File: config.mk
export PLATFORM = sky130hd
export DESIGN_NAME = pu_riscv_pma_dispatch
export DESIGN_NICKNAME = d
export VERILOG_FILES = /design/src/rtl/pu_riscv_pma_dispatch.sv
export SDC_FILE = /design/constraint.sdc
export NUM_CORES = 1
export LEC_CHECK = 0
export ABC_CLOCK_PERIOD_IN_PS = 9500
export CAP_MARGIN = 20
export CORE_AREA = 4 4 206 208
export CTS_CLUSTER_SIZE = 20
export DETAILED_ROUTE_END_ITERATION = 16
export DIE_AREA = 0 0 210 212
export SLEW_MARGIN = 20
export SYNTH_ARGS = -nofsm -noshare
export SYNTH_HDL_FRONTEND = slang
export SYNTH_SLANG_ARGS = --single-unit
File: constraint.sdc
create_clock -name clk_i -period 9.5 [get_ports clk_i]
set_input_delay 1.9 -clock clk_i [delete_from_list [all_inputs] [get_ports clk_i]]
set_output_delay 1.9 -clock clk_i [all_outputs]
set_load 0.02 [all_outputs]
File: src/rtl/pu_riscv_pma_dispatch.sv
`timescale 1ns/1ps
`default_nettype none
// ============================================================================
// Module   : pu_riscv_pma_dispatch
// Brief    : Registered dispatch stage behind the PMA checker. Captures one
//            checked request, routes it to cache, BIU or TCM, holds the
//            target request until acknowledged and returns one registered
//            response. Faulting requests are answered locally.
// Revision : 1.0 - initial release
// ============================================================================
module pu_riscv_pma_dispatch #(
  parameter int XLEN    = 64,
  parameter int PLEN    = 64,
  parameter int TIMEOUT = 255
) (
  input  logic            clk_i,
  input  logic            rst_i,
  input  logic            req_i,
  output logic            ready_o,
  input  logic [PLEN-1:0] adr_i,
  input  logic [2:0]      size_i,
  input  logic            we_i,
  input  logic            lock_i,
  input  logic [XLEN-1:0] d_i,
  input  logic            exception_i,
  input  logic            misaligned_i,
  input  logic            is_cache_access_i,
  input  logic            is_ext_access_i,
  input  logic            is_tcm_access_i,
  input  logic            flush_i,
  output logic            cache_req_o,
  input  logic            cache_ack_i,
  input  logic            cache_err_i,
  input  logic [XLEN-1:0] cache_q_i,
  output logic            ext_req_o,
  input  logic            ext_ack_i,
  input  logic            ext_err_i,
  input  logic [XLEN-1:0] ext_q_i,
  output logic            tcm_req_o,
  input  logic            tcm_ack_i,
  input  logic            tcm_err_i,
  input  logic [XLEN-1:0] tcm_q_i,
  output logic [PLEN-1:0] tgt_adr_o,
  output logic [2:0]      tgt_size_o,
  output logic            tgt_we_o,
  output logic            tgt_lock_o,
  output logic [XLEN-1:0] tgt_d_o,
  output logic            ack_o,
  output logic [XLEN-1:0] q_o,
  output logic            err_o,
  output logic            misaligned_o
);

  localparam logic [2:0] ST_IDLE  = 3'd0;
  localparam logic [2:0] ST_CACHE = 3'd1;
  localparam logic [2:0] ST_EXT   = 3'd2;
  localparam logic [2:0] ST_TCM   = 3'd3;
  localparam logic [2:0] ST_FAULT = 3'd4;

  // Watchdog counter width; a disabled watchdog keeps a harmless 1-bit counter
  localparam int             WDW     = (TIMEOUT > 0) ? $clog2(TIMEOUT + 1) : 1;
  localparam logic [WDW-1:0] WD_LAST = WDW'((TIMEOUT > 0) ? (TIMEOUT - 1) : 0);

  logic [2:0]      state_q, state_d;
  logic [PLEN-1:0] adr_q, adr_d;
  logic [2:0]      size_q, size_d;
  logic            we_q, we_d;
  logic            lock_q, lock_d;
  logic [XLEN-1:0] dat_q, dat_d;
  logic            ack_q, ack_d;
  logic [XLEN-1:0] rq_q, rq_d;
  logic            err_q, err_d;
  logic            mis_q, mis_d;
  logic [WDW-1:0]  wd_q, wd_d;
  logic            discard_q, discard_d;

  // Response signals of whichever target the current state selects
  logic            sel_ack, sel_err;
  logic [XLEN-1:0] sel_q;
  logic            wd_expired;

  assign sel_ack = (state_q == ST_CACHE && cache_ack_i) ||
                   (state_q == ST_EXT   && ext_ack_i)   ||
                   (state_q == ST_TCM   && tcm_ack_i);
  assign sel_err = (state_q == ST_CACHE && cache_err_i) ||
                   (state_q == ST_EXT   && ext_err_i)   ||
                   (state_q == ST_TCM   && tcm_err_i);
  assign sel_q   = (state_q == ST_CACHE) ? cache_q_i :
                   (state_q == ST_EXT)   ? ext_q_i   :
                   (state_q == ST_TCM)   ? tcm_q_i   : '0;
  assign wd_expired = (TIMEOUT != 0) && (state_q == ST_EXT) && (wd_q == WD_LAST);

  // State and datapath registers; async reset aborts any in-flight access
  always_ff @(posedge clk_i or posedge rst_i) begin
    if (rst_i) begin
      state_q   <= ST_IDLE;
      adr_q     <= '0;
      size_q    <= '0;
      we_q      <= 1'b0;
      lock_q    <= 1'b0;
      dat_q     <= '0;
      ack_q     <= 1'b0;
      rq_q      <= '0;
      err_q     <= 1'b0;
      mis_q     <= 1'b0;
      wd_q      <= '0;
      discard_q <= 1'b0;
    end else begin
      state_q   <= state_d;
      adr_q     <= adr_d;
      size_q    <= size_d;
      we_q      <= we_d;
      lock_q    <= lock_d;
      dat_q     <= dat_d;
      ack_q     <= ack_d;
      rq_q      <= rq_d;
      err_q     <= err_d;
      mis_q     <= mis_d;
      wd_q      <= wd_d;
      discard_q <= discard_d;
    end
  end

  // Next-state: routing on acceptance, completion on ack or watchdog expiry
  always_comb begin
    state_d   = state_q;
    adr_d     = adr_q;
    size_d    = size_q;
    we_d      = we_q;
    lock_d    = lock_q;
    dat_d     = dat_q;
    ack_d     = 1'b0;
    rq_d      = rq_q;
    err_d     = err_q;
    mis_d     = mis_q;
    wd_d      = wd_q;
    discard_d = discard_q;
    case (state_q)
      ST_IDLE: begin
        if (req_i) begin
          adr_d     = adr_i;
          size_d    = size_i;
          we_d      = we_i;
          lock_d    = lock_i;
          dat_d     = d_i;
          wd_d      = '0;
          discard_d = 1'b0;
          if (exception_i || misaligned_i) begin
            // Fault answered next cycle while sitting in FAULT
            state_d = ST_FAULT;
            ack_d   = 1'b1;
            rq_d    = '0;
            err_d   = exception_i;
            mis_d   = misaligned_i;
          end else if (is_tcm_access_i) begin
            state_d = ST_TCM;
          end else if (is_cache_access_i) begin
            state_d = ST_CACHE;
          end else if (is_ext_access_i) begin
            state_d = ST_EXT;
          end else begin
            // No target claims the address: report as access fault
            state_d = ST_FAULT;
            ack_d   = 1'b1;
            rq_d    = '0;
            err_d   = 1'b1;
            mis_d   = 1'b0;
          end
        end
      end
      ST_CACHE, ST_EXT, ST_TCM: begin
        if (flush_i) discard_d = 1'b1;
        if (sel_ack) begin
          state_d   = ST_IDLE;
          ack_d     = !(discard_q || flush_i);
          rq_d      = we_q ? '0 : sel_q;
          err_d     = sel_err;
          mis_d     = 1'b0;
          discard_d = 1'b0;
        end else if (wd_expired) begin
          state_d   = ST_IDLE;
          ack_d     = !(discard_q || flush_i);
          rq_d      = '0;
          err_d     = 1'b1;
          mis_d     = 1'b0;
          discard_d = 1'b0;
        end else if (state_q == ST_EXT) begin
          wd_d = wd_q + 1'b1;
        end
      end
      ST_FAULT: begin
        state_d   = ST_IDLE;
        discard_d = 1'b0;
      end
      default: begin
        state_d = ST_IDLE;
      end
    endcase
  end

  // Outputs: per-target requests and ready decoded from the state register
  always_comb begin
    ready_o     = (state_q == ST_IDLE);
    cache_req_o = (state_q == ST_CACHE);
    ext_req_o   = (state_q == ST_EXT);
    tcm_req_o   = (state_q == ST_TCM);
  end

  assign tgt_adr_o    = adr_q;
  assign tgt_size_o   = size_q;
  assign tgt_we_o     = we_q;
  assign tgt_lock_o   = lock_q;
  assign tgt_d_o      = dat_q;
  assign ack_o        = ack_q;
  assign q_o          = rq_q;
  assign err_o        = err_q;
  assign misaligned_o = mis_q;

endmodule
`default_nettype wire

==> results_dict.tcl, run 1 <==
set metrics [dict create \
    status "finished, final reports clean" \
    tritoncts "built" \
    ir_worst_vdd_mv 0.190 \
    min_delay_path_depth 1 \
    start_kind "flip-flop" \
    grt_pass1_wl_mm 53.8 \
    synth_edf_count 0 \
    relSlewSlack_pct 34.2 \
    end_kind "output pin" \
    synth_top_family_by_area "multiplexers" \
    yosysTopAreaCellShare_pct 54.0 \
    antenna_found_initial 3 \
    clock-sinks 212 \
    drt_wl_total_mm 36.1 \
    hold_buffers 0 \
    ctsHtreeMaxLevel 1 \
    yosysSeqAreaShare_pct 54.0 \
    cp_cell_sequence "nor3b_2, clkdlybuf4s50_1" \
    drtIter0Drc 416 \
    postRouteAntennaNets 0 \
    cts.clk_slew.worst_paths_ns 0.06 \
    worstPathMaxFanout 44 \
    power_mw 4.25 \
    tns_ns 0 \
    cts_root_buf "clkbuf_16" \
    clk_latency_ns 0.55 \
    synth_compound_area_share_pct 15.4 \
    synth_cells 741 \
    tightest_slew_ns 0.987 \
    synth.area.mux_share_pct 22.6 \
    critPathKind "reg2out" \
    reg2reg_depth 5 \
    syn_area_mm2 0.00982 \
    area_growth_syn_to_layout_pct 69.4 \
    syn_area_per_cell_um2 13.2 \
    dpl.cell_count 1771 \
    yosys-top-cells-count "dfrtp_1, mux2_2, a21oi_1" \
    die_area_mm2 0.0445 \
    path_delay_family "flip-flops" \
    gp_congestion 0.893 \
    slew_viol_final 0 \
    num-nets-final 1610 \
    cts_buffers 27 \
    wl_per_cell_um 19.8 \
    synth_largest_area_cell "dfrtp_1" \
    drc 0 \
    ys_ff_latch 212 \
    port_buffers 543 \
    setup_viol 0 \
    clock_skew_ns 0.0118 \
    synth.area.top_cells "dfrtp_1, mux2_2, o2bb2ai_2" \
    core_mm2 0.0406 \
    cts_setup_buffers 0 \
    async_reset_ff_share_pct 100 \
    syn-num-nets 1083 \
    synth_adder_area_share_pct 0.255 \
    synth_cell_types 44 \
    viasPerCell 4.52 \
    synth_warnings 0 \
    grt-ovfl-total 0 \
    period_needed_ns 4.49 \
    path_depth 2 \
    synth.most_common_cell "dfrtp_1" \
    clockBufferDepth 3 \
    dpl-instance-area_mm2 0.0157 \
    multi_input_area_mm2 0.00418 \
    maxCapViolCount 0 \
    start_util_pct 24.2 \
    drt_pass1_iterations 4 \
    die_w_um 210 \
    die_h_um 212 \
    p_leak_nw 6.45 \
    design_area_mm2 0.0166 \
    cp_slowest_stage_delay_ns 0.91 \
    hold_class "reg2reg" \
    synth_simple_gate_area_share_pct 4.08 \
    synth_xor_area_share_pct 0 \
    boundaryPins 544 \
    dp_hpwl_mm 27.5 \
    worst-path-buf-inv 1 \
    post_cts_resized 0 \
    seq_area_mm2 0.00531 \
    rsz0062_at_grt "false" \
    p_per_area_mw_per_mm2 256 \
    grt_pass1_vias 8832 \
    period_share_pct 47.3 \
    synth_ff_type "dfrtp_1" \
    worstPathArrival_ns 2.59 \
    grt_usage_pct 15.3 \
    required_ns 7.60 \
    num_vias 8218 \
    fmax_ghz 0.223 \
    drive_gt1_share_pct 20.1 \
    row_count 74 \
    hold_viol 0 \
    grt_max_degree 89 \
    finalNonFillerCells 1820 \
    nFillCells 3907 \
    cpMaxStageDelayCell "dfrtp_4" \
]
## state kept, by name (all words and copies together) (netlist names)
register      flops
ack_o             1
tgt_adr_o        64
misaligned_o      1
tgt_size_o        3
wd_q              8
tgt_d_o          64
q_o              64
discard_q         1
tgt_we_o          1
state_q           3
err_o             1
tgt_lock_o        1
## final cells by class
cell class,instances,area share (%)
Tap cell,532,4.00
Antenna cell,1,0.0151
Clock buffer,41,4.98
Timing Repair Buffer,553,33.1
Multi-Input combinational cell,465,25.2
Sequential cell,212,31.9
Clock inverter,7,0.519
Inverter,9,0.248
## cells by family (layout without fill, tap and decap cells)
logic type                 after synthesis  count (layout)
and+or+nand+nor                         94              94
adders and majority gates                2               2
AOI/OAI and AO/OA                      165             165
buffers and inverters                   64             610
muxes                                  204             204
other                                    0               1
DFF                                    212             212
## placed cells by master, fill, tap and decap left out, types with 3 or more instances in the layout
master and n:
o2bb2ai_2 60, clkbuf_1 4, mux2_2 135, dfrtp_1 211
nand2_1 5, clkbuf_8 10, o2bb2ai_1 5, clkinv_4 3
nand3_1 3, inv_1 7, o21a_1 3, mux2i_1 68
clkdlybuf4s50_1 543, nor3_1 3, a21oi_1 74, nor2_1 70
buf_4 10, clkbuf_16 27
## worst paths after layout
path | start | end | slack (ns)
max reg2reg | state_q[1] | tgt_d_o[39] | 5.93
max | state_q[1] | ext_req_o | 5.01
max in group asynchronous | rst_i | state_q[1] | 6.21
min reg2reg | q_o[62] | q_o[62] | 0.49
min | q_o[62] | q_o[62] | 0.49
min in group asynchronous | rst_i | tgt_d_o[29] | 1.85
## per-layer routing
metal / up-vias / wire length, um / part of all wire (%) / global-route usage, %
met5: - / 0 / 0 / 0
met4: 0 / 833 / 2.3 / 3.51
met3: 46 / 3840 / 11 / 6.54
met2: 387 / 17500 / 48 / 26.1
met1: 4031 / 13900 / 39 / 18.0
li1: 3754 / - / - / -
## power by group
group	internal (mW)	switching (mW)	leakage, nW
Sequential	1.19	0.185	2.64
Combinational	0.944	0.898	3.36
Clock	0.629	0.405	0.453
Total	2.76	1.49	6.45
## stage by stage
step / utilization [%] / hold WS [ns] / setup WS, ns
finish: 41.0 / 0.490 / 5.01
global route: 41.0 / 0.508 / 4.88
CTS: 41.0 / 0.497 / 4.92
detailed placement: 38.7 / 0.481 / 4.61
global placement: 38.7 / 0.473 / 4.67
floorplan: - / 0.467 / 1.81
No activity file was read; power rests on OpenSTA's default activity.
==> run 2, diff against run 1 <==
ABC_CLOCK_PERIOD_IN_PS = 4100   (was 9500)
CORE_AREA = 4 4 211 213   (was 4 4 206 208)
DIE_AREA = 0 0 215 217   (was 0 0 210 212)
clock period = 4.1 ns   (was 9.5 ns; I/O delays follow)
==> run 2 against run 1 <==
  * First-iteration DRC count decreased by 42%
  * Worst hold slack got worse by 0.0051 ns
  * Sequential power is 130% higher
  * Global-route usage down 0.39 points
  * Critical path type unchanged
  * Critical endpoint unchanged
  * Largest cell class unchanged
  * Largest power group unchanged
==> results_dict.tcl, run 2 (same netlist as run 1, synthesis figures left out) <==
set metrics [dict create \
    drc 0 \
    nFillCells 4146 \
    use_met1_pct 17.3 \
    end_kind "output pin" \
    drt_wl_total_mm 36.6 \
    wl_per_cell_um 19.9 \
    tns_ns 0 \
    die_h_um 217 \
    rsz0062_at_grt "false" \
    cts.clk_slew.worst_paths_ns 0.06 \
    cpMaxStageDelayCell "clkdlybuf4s50_1" \
    ctsHtreeMaxLevel 1 \
    dp_hpwl_mm 28.5 \
    cp_slowest_stage_delay_ns 0.70 \
    clockBufferDepth 3 \
    start_util_pct 23.0 \
    status "finished, final reports clean" \
    cp_cell_sequence "nor3b_2, clkdlybuf4s50_1" \
    seq_area_mm2 0.00531 \
    clock_skew_ns 0.0117 \
    grt_pass1_wl_mm 55.0 \
    ir_worst_vdd_mv 0.492 \
    gp_congestion 0.811 \
    port_buffers 543 \
    period_needed_ns 3.05 \
    reg2reg_depth 5 \
    grtUsageMet3_pct 6.17 \
    setup_viol 0 \
    hold_class "reg2reg" \
    hold-worst-slack_ns 0.485 \
    hold_buffers 0 \
    grt_max_degree 71 \
    grt_usage_pct 14.9 \
    busiest_layer "met2" \
    r2r_end "q_o[0]" \
    cts_root_buf "clkbuf_16" \
    fmax_ghz 0.327 \
    die_w_um 215 \
    drtIter0Drc 240 \
    tritoncts "built" \
    post_cts_resized 0 \
    cts_buffers 25 \
    slew_viol_final 0 \
    whs_endpoint "q_o[0]" \
    worstPathArrival_ns 2.23 \
    period_share_pct 74.5 \
    grt_util_met2_pct 25.7 \
    core_mm2 0.0427 \
    clk_latency_ns 0.53 \
    antenna_found_initial 5 \
    boundaryPins 544 \
    hp-start "q_o[0]" \
    hold_viol 0 \
    worst-path-buf-inv 1 \
    r2r_start "state_q[1]" \
    final_cell_mix "clkdlybuf4s50_1, dfrtp_1, mux2_2, a21oi_1, nor2_1" \
    grt_pass1_vias 8945 \
    critPathKind "reg2out" \
    relSlewSlack_pct 30.6 \
    multi_input_area_mm2 0.00418 \
    ff2ff_setup_slack_ns 1.45 \
    row_count 76 \
    num-nets-final 1619 \
    num_vias 8178 \
    viasPerCell 4.44 \
    pre_cts_slack_ns 0.726 \
    p_leak_nw 6.46 \
    drive_gt1_share_pct 20.1 \
    design_area_mm2 0.0167 \
    area_growth_syn_to_layout_pct 69.8 \
    grt-ovfl-total 0 \
    maxCapViolCount 0 \
    path_delay_family "buffers and inverters" \
    tightest_slew_ns 1.04 \
    p_per_area_mw_per_mm2 577 \
    worstPathMaxFanout 14 \
    dpl-instance-area_mm2 0.0159 \
    drt_pass1_iterations 4 \
    required_ns 3.28 \
    die_area_mm2 0.0467 \
    final_common_cell "clkdlybuf4s50_1" \
    setup_ws_ns 1.05 \
    cts_setup_buffers 0 \
    min_delay_path_depth 1 \
    clock-sinks 212 \
    start_kind "flip-flop" \
    postRouteAntennaNets 0 \
]
run 2: cell count changes in the layout (fill, tap and decap cells not counted), sizes merged:
cell      before  now
buf           10   21
clkbuf        41   36
clkinv         5    4
clkinvlp       0    1
diode          1    2
inv           10    9
run 2: how the worst max path moves through the flow:
stage,from,end,slack (ns),depth (start not counted)
final,state_q[0],ext_req_o,1.05,2
after CTS,state_q[0],ext_req_o,0.95,2
after detailed placement,is_cache_access_i,q_o[54],0.73,6
after global placement,is_cache_access_i,q_o[0],0.72,6
after floorplan,rst_i,ack_o,0.52,1
after global routing,state_q[0],cache_req_o,0.91,3
run 2: through the flow:
stage	cells	utilization [%]	power, mW
final	1840	39.0	9.61
after global routing	1838	39.0	10.2
after CTS	1837	39.0	9.79
after detailed placement	1795	37.2	7.61
after global placement	1795	37.2	7.57
after floorplan	741	-	5.42
run 2: cell type report:
| class | count | share of cell area [%] |
|---|---|---|
| repair buffers | 564 | 34.2 |
| clock inverters | 6 | 0.353 |
| diodes | 2 | 0.0300 |
| inverters | 9 | 0.225 |
| clock buffers | 36 | 4.18 |
| well taps | 546 | 4.10 |
| multi-input cells | 465 | 25.1 |
| flip-flops and latches | 212 | 31.9 |
run 2: power by group:
part	leakage, nW	total [mW]	internal, mW	switching, mW
registers	2.64	3.16	2.76	0.404
logic	3.44	4.35	2.22	2.14
clock network	0.373	2.09	1.23	0.861
total	6.46	9.61	6.21	3.40
run 2: metal layers:
| layer | share of wire [%] | routed length (um) |
|---|---|---|
| met5 | 0 | 0 |
| met4 | 2.2 | 818 |
| met3 | 10 | 3760 |
| met2 | 48 | 17600 |
| met1 | 39 | 14300 |
